### config.mk
export PLATFORM = sky130hd
export DESIGN_NAME = home_cmd_uart_tx_flat
export DESIGN_NICKNAME = d
export VERILOG_FILES = /design/src/rtl/home_uart_pkg.sv /design/src/rtl/home_cmd_uart_tx_if.sv /design/src/rtl/uart_bit_timer.sv /design/src/rtl/home_cmd_uart_tx.sv /design/src/flat_wrapper.sv
export SDC_FILE = /design/constraint.sdc
export NUM_CORES = 1
export LEC_CHECK = 0
export BUFFER_PORTS_ARGS = -buffer_cell sky130_fd_sc_hd__buf_4
export CAP_MARGIN = 10
export CORE_MARGIN = 4
export CORE_UTILIZATION = 43
export CTS_CLUSTER_SIZE = 28
export DETAILED_ROUTE_END_ITERATION = 7
export PLACE_DENSITY = 0.74
export SLEW_MARGIN = 25
export SYNTH_ARGS = -nofsm -noshare
export SYNTH_HDL_FRONTEND = slang
export SYNTH_HIERARCHICAL = 1
export SYNTH_SLANG_ARGS = --single-unit
### constraint.sdc
create_clock -name clk -period 1.8 [get_ports clk]
set_input_delay 0.18 -clock clk [delete_from_list [all_inputs] [get_ports clk]]
set_output_delay 0.18 -clock clk [all_outputs]
set_load 0.05 [all_outputs]
### src/rtl/home_uart_pkg.sv
// Shared definitions for the home-automation UART transmitter and receiver:
// frame state encoding, data width and serial line levels.
package home_uart_pkg;

  localparam int DATA_BITS = 8;

  // Line levels of the asynchronous frame.
  localparam logic LINE_IDLE  = 1'b1;
  localparam logic LINE_START = 1'b0;
  localparam logic LINE_STOP  = 1'b1;

  typedef enum logic [2:0] {
    IDLE,
    START,
    DATA,
    PARITY,
    STOP
  } tx_state_t;

endpackage : home_uart_pkg

### src/rtl/home_cmd_uart_tx_if.sv
// Valid/ready byte handshake between the home-automation controller
// (master) and the serial transmitter (slave).
interface home_cmd_uart_tx_if;
  import home_uart_pkg::*;

  logic [DATA_BITS-1:0] tx_data;
  logic                 tx_valid;
  logic                 tx_ready;

  modport master (output tx_data, output tx_valid, input tx_ready);
  modport slave  (input tx_data, input tx_valid, output tx_ready);

endinterface : home_cmd_uart_tx_if

### src/rtl/uart_bit_timer.sv
// Bit-period counter shared by the UART transmitter and receiver.
// Counts 0..CLKS_PER_BIT-1 and flags the last cycle of each bit period.
module uart_bit_timer #(
  parameter int CLKS_PER_BIT = 16
) (
  input  logic clk,
  input  logic rst,
  input  logic clear,
  output logic bit_done
);

  localparam int            CW   = (CLKS_PER_BIT > 1) ? $clog2(CLKS_PER_BIT) : 1;
  localparam logic [CW-1:0] LAST = CW'(CLKS_PER_BIT - 1);

  logic [CW-1:0] count;

  assign bit_done = (count == LAST);

  // Free-running period counter, held at zero while cleared, wrapping explicitly
  // so non-power-of-two periods work.
  always_ff @(posedge clk) begin
    // NOTE: sequential state uses <= so every flop sees pre-edge values.
    if (rst || clear) begin
      count <= '0;
    end else if (bit_done) begin
      count <= '0;
    end else begin
      count <= count + CW'(1);
    end
  end

endmodule : uart_bit_timer

### src/rtl/home_cmd_uart_tx.sv
// Serial transmitter for appliance command bytes: start bit, 8 data bits
// LSB first, optional even parity, one stop bit. All outputs except
// tx_ready are registered.
module home_cmd_uart_tx
  import home_uart_pkg::*;
#(
  parameter int CLKS_PER_BIT = 16,
  parameter int PARITY_EN    = 1
) (
  input  logic                     clk,
  input  logic                     rst,
  home_cmd_uart_tx_if.slave        bus,
  output logic                     tx_line,
  output logic                     busy
);

  localparam int               IDX_W    = $clog2(DATA_BITS);
  localparam logic [IDX_W-1:0] LAST_IDX = IDX_W'(DATA_BITS - 1);

  tx_state_t            state;
  logic [DATA_BITS-1:0] shift_q;
  logic                 parity_q;
  logic [IDX_W-1:0]     bit_idx;
  logic                 bit_done;
  logic                 ready;
  logic                 accept;

  // NOTE: tx_ready includes rst combinationally so a byte offered during the
  // reset cycle is never acknowledged to the producer.
  assign ready        = (state == IDLE) && !rst;
  assign bus.tx_ready = ready;
  assign accept       = bus.tx_valid && ready;

  // The timer sits at zero while idle, so the start bit gets a full period.
  uart_bit_timer #(
    .CLKS_PER_BIT (CLKS_PER_BIT)
  ) u_bit_timer (
    .clk      (clk),
    .rst      (rst),
    .clear    (state == IDLE),
    .bit_done (bit_done)
  );

  // Frame sequencer: owns state, shift register, parity, bit index and the
  // registered line/busy outputs.
  always_ff @(posedge clk) begin
    if (rst) begin
      state    <= IDLE;
      tx_line  <= LINE_IDLE;
      busy     <= 1'b0;
      shift_q  <= '0;
      parity_q <= 1'b0;
      bit_idx  <= '0;
    end else begin
      case (state)
        IDLE: begin
          if (accept) begin
            shift_q  <= bus.tx_data;
            parity_q <= ^bus.tx_data;
            bit_idx  <= '0;
            state    <= START;
            tx_line  <= LINE_START;
            busy     <= 1'b1;
          end
        end

        START: begin
          if (bit_done) begin
            state   <= DATA;
            tx_line <= shift_q[0];
          end
        end

        DATA: begin
          if (bit_done) begin
            if (bit_idx == LAST_IDX) begin
              if (PARITY_EN != 0) begin
                state   <= PARITY;
                tx_line <= parity_q;
              end else begin
                state   <= STOP;
                tx_line <= LINE_STOP;
              end
            end else begin
              bit_idx <= bit_idx + IDX_W'(1);
              shift_q <= shift_q >> 1;
              tx_line <= shift_q[1];
            end
          end
        end

        PARITY: begin
          if (bit_done) begin
            state   <= STOP;
            tx_line <= LINE_STOP;
          end
        end

        STOP: begin
          if (bit_done) begin
            state   <= IDLE;
            tx_line <= LINE_IDLE;
            busy    <= 1'b0;
          end
        end

        default: begin
          state   <= IDLE;
          tx_line <= LINE_IDLE;
          busy    <= 1'b0;
        end
      endcase
    end
  end

endmodule : home_cmd_uart_tx

### src/flat_wrapper.sv
// flat-port wrapper written by rule: the top's interface ports become plain ports
module home_cmd_uart_tx_flat import home_uart_pkg::*;
#(
  parameter int CLKS_PER_BIT = 16,
  parameter int PARITY_EN    = 1
)
  (clk, rst, tx_line, busy, bus_tx_data, bus_tx_valid, bus_tx_ready);
  home_cmd_uart_tx_if bus_i ();
  input  logic clk;
  input  logic rst;
  output logic tx_line;
  output logic busy;
  input wire logic [$bits(bus_i.tx_data)-1:0] bus_tx_data;
  input wire logic [$bits(bus_i.tx_valid)-1:0] bus_tx_valid;
  output wire logic [$bits(bus_i.tx_ready)-1:0] bus_tx_ready;
  assign bus_i.tx_data = bus_tx_data;
  assign bus_i.tx_valid = bus_tx_valid;
  assign bus_tx_ready = bus_i.tx_ready;
  home_cmd_uart_tx #(.CLKS_PER_BIT(CLKS_PER_BIT), .PARITY_EN(PARITY_EN)) u_core (.clk(clk), .rst(rst), .bus(bus_i), .tx_line(tx_line), .busy(busy));
endmodule
# Word-level counts from Yosys, hierarchy flattened
# Index checks and enable logic that the tools add are counted.
# Widths: inputs -> output; s select.
# op_classes
bitwise,1
n_mux,24
add_sub_neg,2
reduce_logical,15
n_eq_ne,14
# op_table
cell,count
$mux 3,9
$mux 8,3
$pmux 8 s2,1
$pmux 3 s5,1
$ne 2x1->1 const B,7
$reduce_and 4->1,2
$reduce_xor 8->1,1
$mux 1,7
$eq 3x2->1 const B,2
$eq 3x3->1 const B,2
$pmux 3 s2,1
$reduce_and 6->1,1
$add 4x1->4 const B,1
$eq 4x4->1 const B,1
$pmux 1 s4,1
$reduce_or 2->1,2
$add 3x1->3 const B,1
$eq 3x1->1 const B,1
$logic_not 3->1,1
$pmux 1 s3,1
$reduce_and 3->1,1
$reduce_or 3->1,1
$logic_and 1x1->1,2
$ne 2x2->1 const B,1
other kinds (5),5
# totals
output_inout_bits,3
input_bits,11
register_bits,21
word_cells,63

# Longest topological paths before layout
# Gate-level depths: netlist of the first run.
# depth
ltp_word,5
ltp_mapped,8
ltp_nobuf,7

# By module
# The synthesis of the first run kept the hierarchy.
# by_module_without_submodules
module,area_each_um2,n_inst,seq_area_each_um2,cells_per_inst
home_cmd_uart_tx,967.2,1,340.3,106
uart_bit_timer,157.7,1,80.1,16

# Worst setup path after synthesis of the first run
# Ideal clock, no wire load.
# synth_path
kind,register to register
startpoint,reg u_core.state[2]
endpoint,reg u_core.bit_idx[1]
t_arrival_ns,1.828
setup_slack_ns,-0.096
n_path_buf,3
setup_ns,0.068
period_less_slack_ns,1.896
stages_incl_launch_ff,8
t_required_ns,1.732
cell_sequence,dfxtp_1 buf_6 nor4_4 a32o_1 buf_6 buf_6 nand3_2 a21oi_2
# synth_via
elab_chain_cells,5
word_cells_on_any_way,10
classes_between,4 x eq/ne; 1 x mux; 5 x reduce/logical
# synth_lines
item,line_no,text
from (decl),home_cmd_uart_tx.sv:20,tx_state_t state;
from (signal assigned),home_cmd_uart_tx.sv:48,state <= IDLE;
from (signal assigned),home_cmd_uart_tx.sv:61,state <= START;
from (signal assigned),home_cmd_uart_tx.sv:69,state <= DATA;
$logic_not 3->1,home_cmd_uart_tx.sv:30,assign ready = (state == IDLE) && !rst;
$logic_and 1x1->1,home_cmd_uart_tx.sv:30,
named net bus_tx_ready,flat_wrapper.sv:15,output wire logic [$bits(bus_i.tx_ready)-1:0] bus_tx_ready;
$logic_and 1x1->1,home_cmd_uart_tx.sv:32,assign accept = bus.tx_valid && ready;
$ne 2x1->1 (no source line),n/a,
$reduce_and 4->1 (no source line),n/a,
to (signal assigned),home_cmd_uart_tx.sv:85,bit_idx <= bit_idx + IDX_W'(1);
to (decl),home_cmd_uart_tx.sv:23,logic [IDX_W-1:0] bit_idx;
# The timed path passes the listed nets, and every way through them passes these cells.
# A chain may end at the register's enable or synchronous reset.

# Worst setup path in the final report of the first run
# layout_path
startpoint,reg u_core.u_bit_timer.count[0]
endpoint,reg u_core.tx_line
# layout_via
elab_chain_cells,3
word_cells_on_any_way,5
classes_between,4 x eq/ne; 1 x reduce/logical
# layout_lines
item,line_no,text
from (decl),uart_bit_timer.sv:15,logic [CW-1:0] count;
from (signal assigned),uart_bit_timer.sv:28,count <= count + CW'(1);
$eq 4x4->1 (*),uart_bit_timer.sv:17,assign bit_done = (count == LAST);
named net u_core.bit_done,home_cmd_uart_tx.sv:24,logic bit_done;
$ne 2x1->1 (no source line),n/a,
$reduce_and 4->1 (no source line) (*),n/a,
to (signal assigned),home_cmd_uart_tx.sv:70,tx_line <= shift_q[0];
to (signal assigned),home_cmd_uart_tx.sv:79,tx_line <= parity_q;
to (signal assigned),home_cmd_uart_tx.sv:87,tx_line <= shift_q[1];
to (decl),home_cmd_uart_tx.sv:13,"output logic tx_line,"
# Mark *: on every way through the listed nets, which the timed path passes. The rest lies on a longest branch.

==> impl_results.md, run 1 <==
- Seq/Total Area, Yosys: 37.37%
- Clock share of power: 25.1%
- Complex-gate fraction of the synthesized area: 16.02%
- Initial Util: 45.40%
- R2r startpoint: u_core/u_bit_timer/count[0]$_SDFF_PP0_
- Relative slew slack: 75.46%
- # rows: 18
- Clock Skew: 1.073 ps
- Minimum clock period: 1729 ps
- Die height: 59.15 um
- Drt wl/cell: 13.81 um
- CORE AREA: 2477 um2
- R2R cell count: 7
- HPWL after DPL: 1595 um
- Final GP Congestion: 0.7303
- CTS clk-pin slew, worst paths: 110 ps
- FF-to-FF setup slack: 70 ps
- Leakage power: 0.4893 nW
- Proportion of synthesized area in mux cells: 2.781%
- Die area: 3498 um2
- Area delta synth->final: 14.13%
- PD cells: 703.2 nW/um2
- FF-to-FF End: u_core/tx_line$_SDFFE_PP1P_
- Crit Path Class: flip-flop to flip-flop
- Drc violations: 0
- Psw: 248.8 uW
- Overflow after GRT: 0
- Final period util: 96.04%
- Setup crit start kind: flip-flop
- PortBufs: 13
- Main combinational cell family by area after synthesis: simple AND/OR/NAND/NOR gates
- Simple-gate share of the synthesized area: 25.58%
- Synth Net Count: 136
- First-pass GRT wire length: 3663 um
- Vias: 893
- Aggregate global-route resource usage: 13.38%
- Final wirelength: 2278 um
- Hold EP: u_core/shift_q[7]$_SDFFE_PP0P_
- Fin. Hold Viols: 0
- Crit path DAT: 1930 ps
- Drt pass-1 iters: 4
- Post-Synth XOR/XNOR Area: 7.786%
- DRT iter0 DRCs: 21
- Synthesized area per cell: 9.220 um2
- P_int: 653.9 uW
- Clk root buf: clkbuf_4
- Library cells used by synthesis: 38
- Post-route ant nets: 0
- Post-Layout Cell Count: 165
- Max Clock Freq: 578.5 MHz
- Total CTS buffers: 3
- Worst hold path class: input pin to flip-flop
- Critical path capture point type: flip-flop
- Setup bufs post-CTS: 0
- Vias per cell: 5.412
- Worst setup startpoint: u_core/u_bit_timer/count[0]$_SDFF_PP0_
- CTS resizes: 0
- Crit path max fanout: 3
- Cell Area, Synth: 1125 um2
- Logic pwr share: 18.3%
- Number of synthesized register bits: 21
- Cells after synthesis: 122
- Hold path depth: 3
- Final #Nets: 150
- Chip Width: 59.15 um
- Hold path start: bus_tx_data[7]
- Slew Limit Fails: 0
- WP data required: 2000 ps
- Final Util: 51.82%
- Share of cells above drive strength 1: 28.89%
- Setup violations, final: 0
- Maximum buffer depth of the clock tree: 2
- Status: complete, no violations
- Largest net degree at the start of global routing: 22
- CTS tree: done
- Initial antenna violation count: 0
- H-Tree Depth: 1
- Vias in the first global route: 892
- Yosys warns: 6
- Post-CTS Hold Buffers: 0
- Top Ports: 14
- Switch share: 27.56%
- Measured slew at the worst slew-check pin: 367.1 ps
- N_diodes: 0
- Clock sinks: 21
- VDD IR max: 0.4957 mV
- Placed insts: 161
- Synth Area in Adders: 3.337%
- Seq pwr share: 56.5%
- Skew-Pair Late Insertion Delay: 300 ps
- Post-route setup TNS: 0 ps
- Max cap viols: 0
power by group through the flow:
stage	Clock [mW]	Sequential [mW]	Combinational, mW
4_1_cts	0.236	0.510	0.164
3_5_place_dp	0	0.521	0.164
2_1_floorplan	0	0.528	0.109
6_report	0.227	0.510	0.166
5_1_grt	0.251	0.515	0.181
3_3_place_gp	0	0.519	0.159
cells by family (layout without fill, tap and decap cells):
| group | count (synthesis) | in the layout |
|---|---|---|
| AOI/OAI and AO/OA | 21 | 21 |
| xor gates and xnor gates | 10 | 10 |
| adders and majority gates | 3 | 3 |
| buffers and inverters | 12 | 25 |
| DFF | 21 | 21 |
| muxes | 3 | 3 |
| and+or+nand+nor | 52 | 52 |
worst max-delay path by stage:
stage,end,slack (ps),cells after the start
4_1_cts,u_core/tx_line$_SDFFE_PP1P_,6,7
6_report,u_core/tx_line$_SDFFE_PP1P_,70,7
2_1_floorplan,u_core/bit_idx[1]$_SDFFE_PP0P_,9,6
3_5_place_dp,u_core/tx_line$_SDFFE_PP1P_,20,7
3_3_place_gp,u_core/tx_line$_SDFFE_PP1P_,80,7
5_1_grt,u_core/shift_q[5]$_SDFFE_PP0P_,-20,8
placed cells by master (no fill, tap or decap), drive strengths merged, types with 2 or more instances in the layout:
cell    count
a21oi       4
a311oi      7
buf        18
clkbuf      4
dfxtp      21
ha          3
inv         3
mux2i       2
nand2      22
nand3       5
nand3b      2
nor2       13
nor3        3
o21ai       2
o31ai       2
xnor2       8
xor2        2
through the flow:
step / area [um2] / power [mW] / hold slack [ps] / setup slack (ps)
final: 1284 / 0.9027 / 132.5 / 71.29
after global routing: 1284 / 0.9471 / 128.5 / -16.63
after CTS: 1269 / 0.9108 / 127.3 / 6.356
after detailed placement: 1242 / 0.6843 / 446.3 / 24.20
after global placement: 1242 / 0.6782 / 429.6 / 82.76
after floorplan: 1132 / 0.6370 / 250.9 / 8.657
worst max-delay path, cell delays in order, from the launching register on:
cell     delay, ps
dfxtp_2        350
ha_2           200
nand3_2         90
inv_1           50
or4b_4         510
o31ai_4         90
a31oi_1         70
a211o_1        270
cell usage after synthesis:
cell | n | area (um2)
a211oi_1 | 1 | 7.510
buf_1 | 1 | 3.750
nand3_1 | 2 | 10.01
mux2_2 | 1 | 11.26
xor2_1 | 2 | 17.52
ha_1 | 3 | 37.54
o21ai_0 | 1 | 5.000
buf_2 | 4 | 20.02
dfxtp_1 | 21 | 420.4
a32oi_1 | 1 | 8.760
nand2_1 | 22 | 82.58
nand3b_1 | 2 | 15.01
nor3_2 | 1 | 10.01
o21a_1 | 1 | 7.510
mux2i_1 | 2 | 20.02
o31ai_1 | 1 | 7.510
buf_6 | 4 | 45.04
nor2_2 | 1 | 6.260
a21oi_2 | 3 | 26.28
o21ai_1 | 1 | 5.000
or4b_4 | 1 | 13.76
nor3b_1 | 1 | 7.510
o31ai_4 | 1 | 21.27
nand4_1 | 1 | 6.260
a311oi_1 | 7 | 61.31
nor3_1 | 2 | 10.01
a211o_1 | 1 | 8.760
a31oi_1 | 1 | 6.260
a21oi_1 | 1 | 5.000
or3b_1 | 1 | 8.760
a32o_1 | 1 | 10.01
nor2_1 | 12 | 45.04
nor4b_2 | 1 | 15.01
nor4_4 | 1 | 21.27
and3_1 | 1 | 6.260
nand3_2 | 3 | 30.03
inv_1 | 3 | 11.26
xnor2_1 | 8 | 70.07
registers in the layout (all words and copies together), names as in the netlist:
| name | count |
|---|---|
| u_core/shift_q | 8 |
| u_core/u_bit_timer/count | 4 |
| u_core/bit_idx | 3 |
| u_core/state | 3 |
| u_core/busy | 1 |
| u_core/parity_q | 1 |
| u_core/tx_line | 1 |
metal layers:
metal	vias up	global-route usage (%)	part of all wire, %
met5	-	0	0
met4	0	1.294	0
met3	0	4.575	5.0
met2	14	24.45	51
met1	422	15.53	44
li1	457	-	-
area by class of cell:
cell class              instances  area [um2]
flip-flops and latches         21       422.9
clock buffers                   4       26.28
repair buffers                 18       147.6
fillers                       239        1194
well taps                      30       37.54
multi-input cells              89       638.1
inverters                       3       11.26
No activity file was read; power rests on OpenSTA's default activity.
==> run 2: changes to the inputs <==
- CORE_ASPECT_RATIO: not set -> 0.6
- CORE_MARGIN: 4 -> not set
==> impl_results.md, run 2 (synthesized netlist as in run 1, its figures left out) <==
- Status: complete, no violations
- Vias: 893 (unchanged)
- Final worst slack: 85.83 ps (+14.54 ps)
- CTS tree: done
- Drt pass-1 iters: 4 (unchanged)
- Aggregate global-route resource usage: 18.15% (+4.8 points)
- DRT iter0 DRCs: 73 (+250%)
- H-Tree Depth: 1 (unchanged)
- Setup crit start kind: flip-flop
- Max incr delay on CP: 500 ps (about the same)
- Crit Path Class: flip-flop to flip-flop
- Crit path max-delay family: simple AND/OR/NAND/NOR gates
- Critical Path Slowest Stage Cell: or4b_4
- Setup violations, final: 0 (unchanged)
- Chip Width: 68.03 um (+15%)
- Bufs and invs on worst path: 1 (unchanged)
- Seq pwr share: 51.9% (-4.6 points)
- Vias in the first global route: 826 (-7.4%)
- Fillers: 221 (-7.5%)
- Placed insts: 162 (+0.62%)
- Final Util: 56.45% (+4.6 points)
- Crit path DAT: 1870 ps (-60 ps)
- Measured slew at the worst slew-check pin: 354.7 ps (-12.42 ps)
- Initial Util: 48.70% (+3.3 points)
- Die height: 41.62 um (-30%)
- Overflow after GRT: 0 (unchanged)
- Initial antenna violation count: 0 (unchanged)
- P_int: 725.3 uW (+11%)
- CORE AREA: 2310 um2 (-6.8%)
- Crit path max fanout: 3 (unchanged)
- Relative slew slack: 76.29% (+0.83 points)
- Worst setup startpoint: u_core/u_bit_timer/count[0]$_SDFF_PP0_
- Top Ports: 14 (unchanged)
- N_diodes: 0 (unchanged)
- Skew-Pair Late Insertion Delay: 260 ps (-40 ps)
- Final wirelength: 2236 um (-1.8%)
- Clk root buf: clkbuf_8
- Setup bufs post-CTS: 0 (unchanged)
- Critical path capture point type: flip-flop
- Clock share of power: 31.2% (+6.1 points)
- Fin. Hold Viols: 0 (unchanged)
- Area delta synth->final: 15.91%
- Commonest non-fill, non-tap cell in the layout: nand2_1
- VDD IR max: 0.2895 mV (-42%)
- # rows: 13 (-5)
- PortBufs: 13 (unchanged)
- Most frequent cells in the layout: 22 x nand2_1, 19 x dfxtp_1, 18 x buf_4
- WP data required: 1950 ps (-50 ps)
- Total power: 982.7 uW (+8.9%)
- Share of cells above drive strength 1: 28.68% (-0.21 points)
- CP cell instances: ha_2 > nand3_2 > inv_1 > or4b_4 > o31ai_4 > a31oi_1 > a211o_1
- Hold path start: bus_tx_data[7]
- Final #Nets: 151 (+0.67%)
- Leakage power: 0.5016 nW (+2.5%)
- Psw: 257.4 uW (+3.5%)
- Top flop regs: u_core/shift_q: 8 flops, u_core/u_bit_timer/count: 4 flops
- Slew Limit Fails: 0 (unchanged)
- Largest Register: u_core/shift_q
- Maximum buffer depth of the clock tree: 2 (unchanged)
- Clock Skew: 3.071 ps (+1.998 ps)
- Drc violations: 0 (unchanged)
- Largest net degree at the start of global routing: 21 (-4.5%)
- Post-Layout Cell Count: 166 (+0.61%)
- Post-route ant nets: 0 (unchanged)
- Drt wl/cell: 13.47 um (-2.4%)
- R2r startpoint: u_core/u_bit_timer/count[0]$_SDFF_PP0_
- Vias per cell: 5.380 (-0.60%)
- Logic pwr share: 16.9% (-1.4 points)
- Final hold slack: 185.0 ps (+52.50 ps)
- Max cap viols: 0 (unchanged)
- Max Clock Freq: 583.4 MHz (+0.85%)
- PD cells: 753.8 nW/um2 (+7.2%)
- Pre-CTS setup slack: 30.29 ps (+6.098 ps)
- Final period util: 95.23% (-0.81 points)
- Largest register FFs: 8 (unchanged)
- Switch share: 26.19% (-1.4 points)
- Die area: 2831 um2 (-19%)
- Minimum clock period: 1714 ps (-14.54 ps)
- Final GP Congestion: 0.9048 (+24%)
- HPWL after DPL: 1674 um (+5.0%)
- First-pass GRT wire length: 3795 um (+3.6%)
- Total CTS buffers: 3 (unchanged)
- Worst hold path class: input pin to flip-flop
- CTS clk-pin slew, worst paths: 70 ps (-40 ps)
- Clock sinks: 21 (unchanged)
## run 2: area by class of cell
| type | count | area (um2) | area share [%] |
|---|---|---|---|
| well taps | 30 | 37.54 | 2.879 |
| clock buffers | 4 | 45.04 | 3.455 |
| flip-flops and latches | 21 | 422.9 | 32.44 |
| inverters | 3 | 11.26 | 0.8637 |
| repair buffers | 19 | 155.1 | 11.90 |
| multi-input cells | 89 | 631.9 | 48.46 |
## run 2: power by group through the flow
| stage | logic (mW) | clock network, mW | registers [mW] |
|---|---|---|---|
| detailed placement | 0.166 | 0 | 0.521 |
| CTS | 0.166 | 0.322 | 0.510 |
| floorplan | 0.109 | 0 | 0.528 |
| global route | 0.180 | 0.352 | 0.514 |
| global placement | 0.163 | 0 | 0.520 |
| finish | 0.166 | 0.307 | 0.510 |
## run 2: worst reg2reg max path, cell delays in order, from the launching register on
cell     delay (ps)
dfxtp_1         330
ha_2            200
nand3_2          90
inv_1            60
or4b_4          500
o31ai_4          90
a31oi_1          70
a211o_1         260
## run 2: layer usage
metal	share of wire, %	global-route usage, %	vias up
li1	-	-	460
met1	54	25.17	418
met2	41	25.49	10
met3	3.3	6.593	5
met4	1.5	6.250	0
met5	0	0	-
## run 2: repair_timing
action | CTS | global route
endpoints found under the setup margin | 0 | 6
hold endpoints to repair | 0 | 0
gates resized for setup | 0 | 3
hold buffers | 0 | 0
## run 2: metrics by stage
| step | cell area, um2 | TNS, ps |
|---|---|---|
| after floorplan | 1132 | 0 |
| after global placement | 1250 | 0 |
| after detailed placement | 1250 | 0 |
| after CTS | 1295 | 0 |
| after global routing | 1304 | -1.484 |
| final | 1304 | 0 |
## run 2: path summary, 6_finish.rpt
kind / slack [ps] / cells after the start / to
min: 190 / 3 / u_core/shift_q[7]$_SDFFE_PP0P_
max reg2reg: 90 / 7 / u_core/tx_line$_SDFFE_PP1P_
max: 90 / 7 / u_core/tx_line$_SDFFE_PP1P_
min reg2reg: 470 / 2 / u_core/bit_idx[1]$_SDFFE_PP0P_
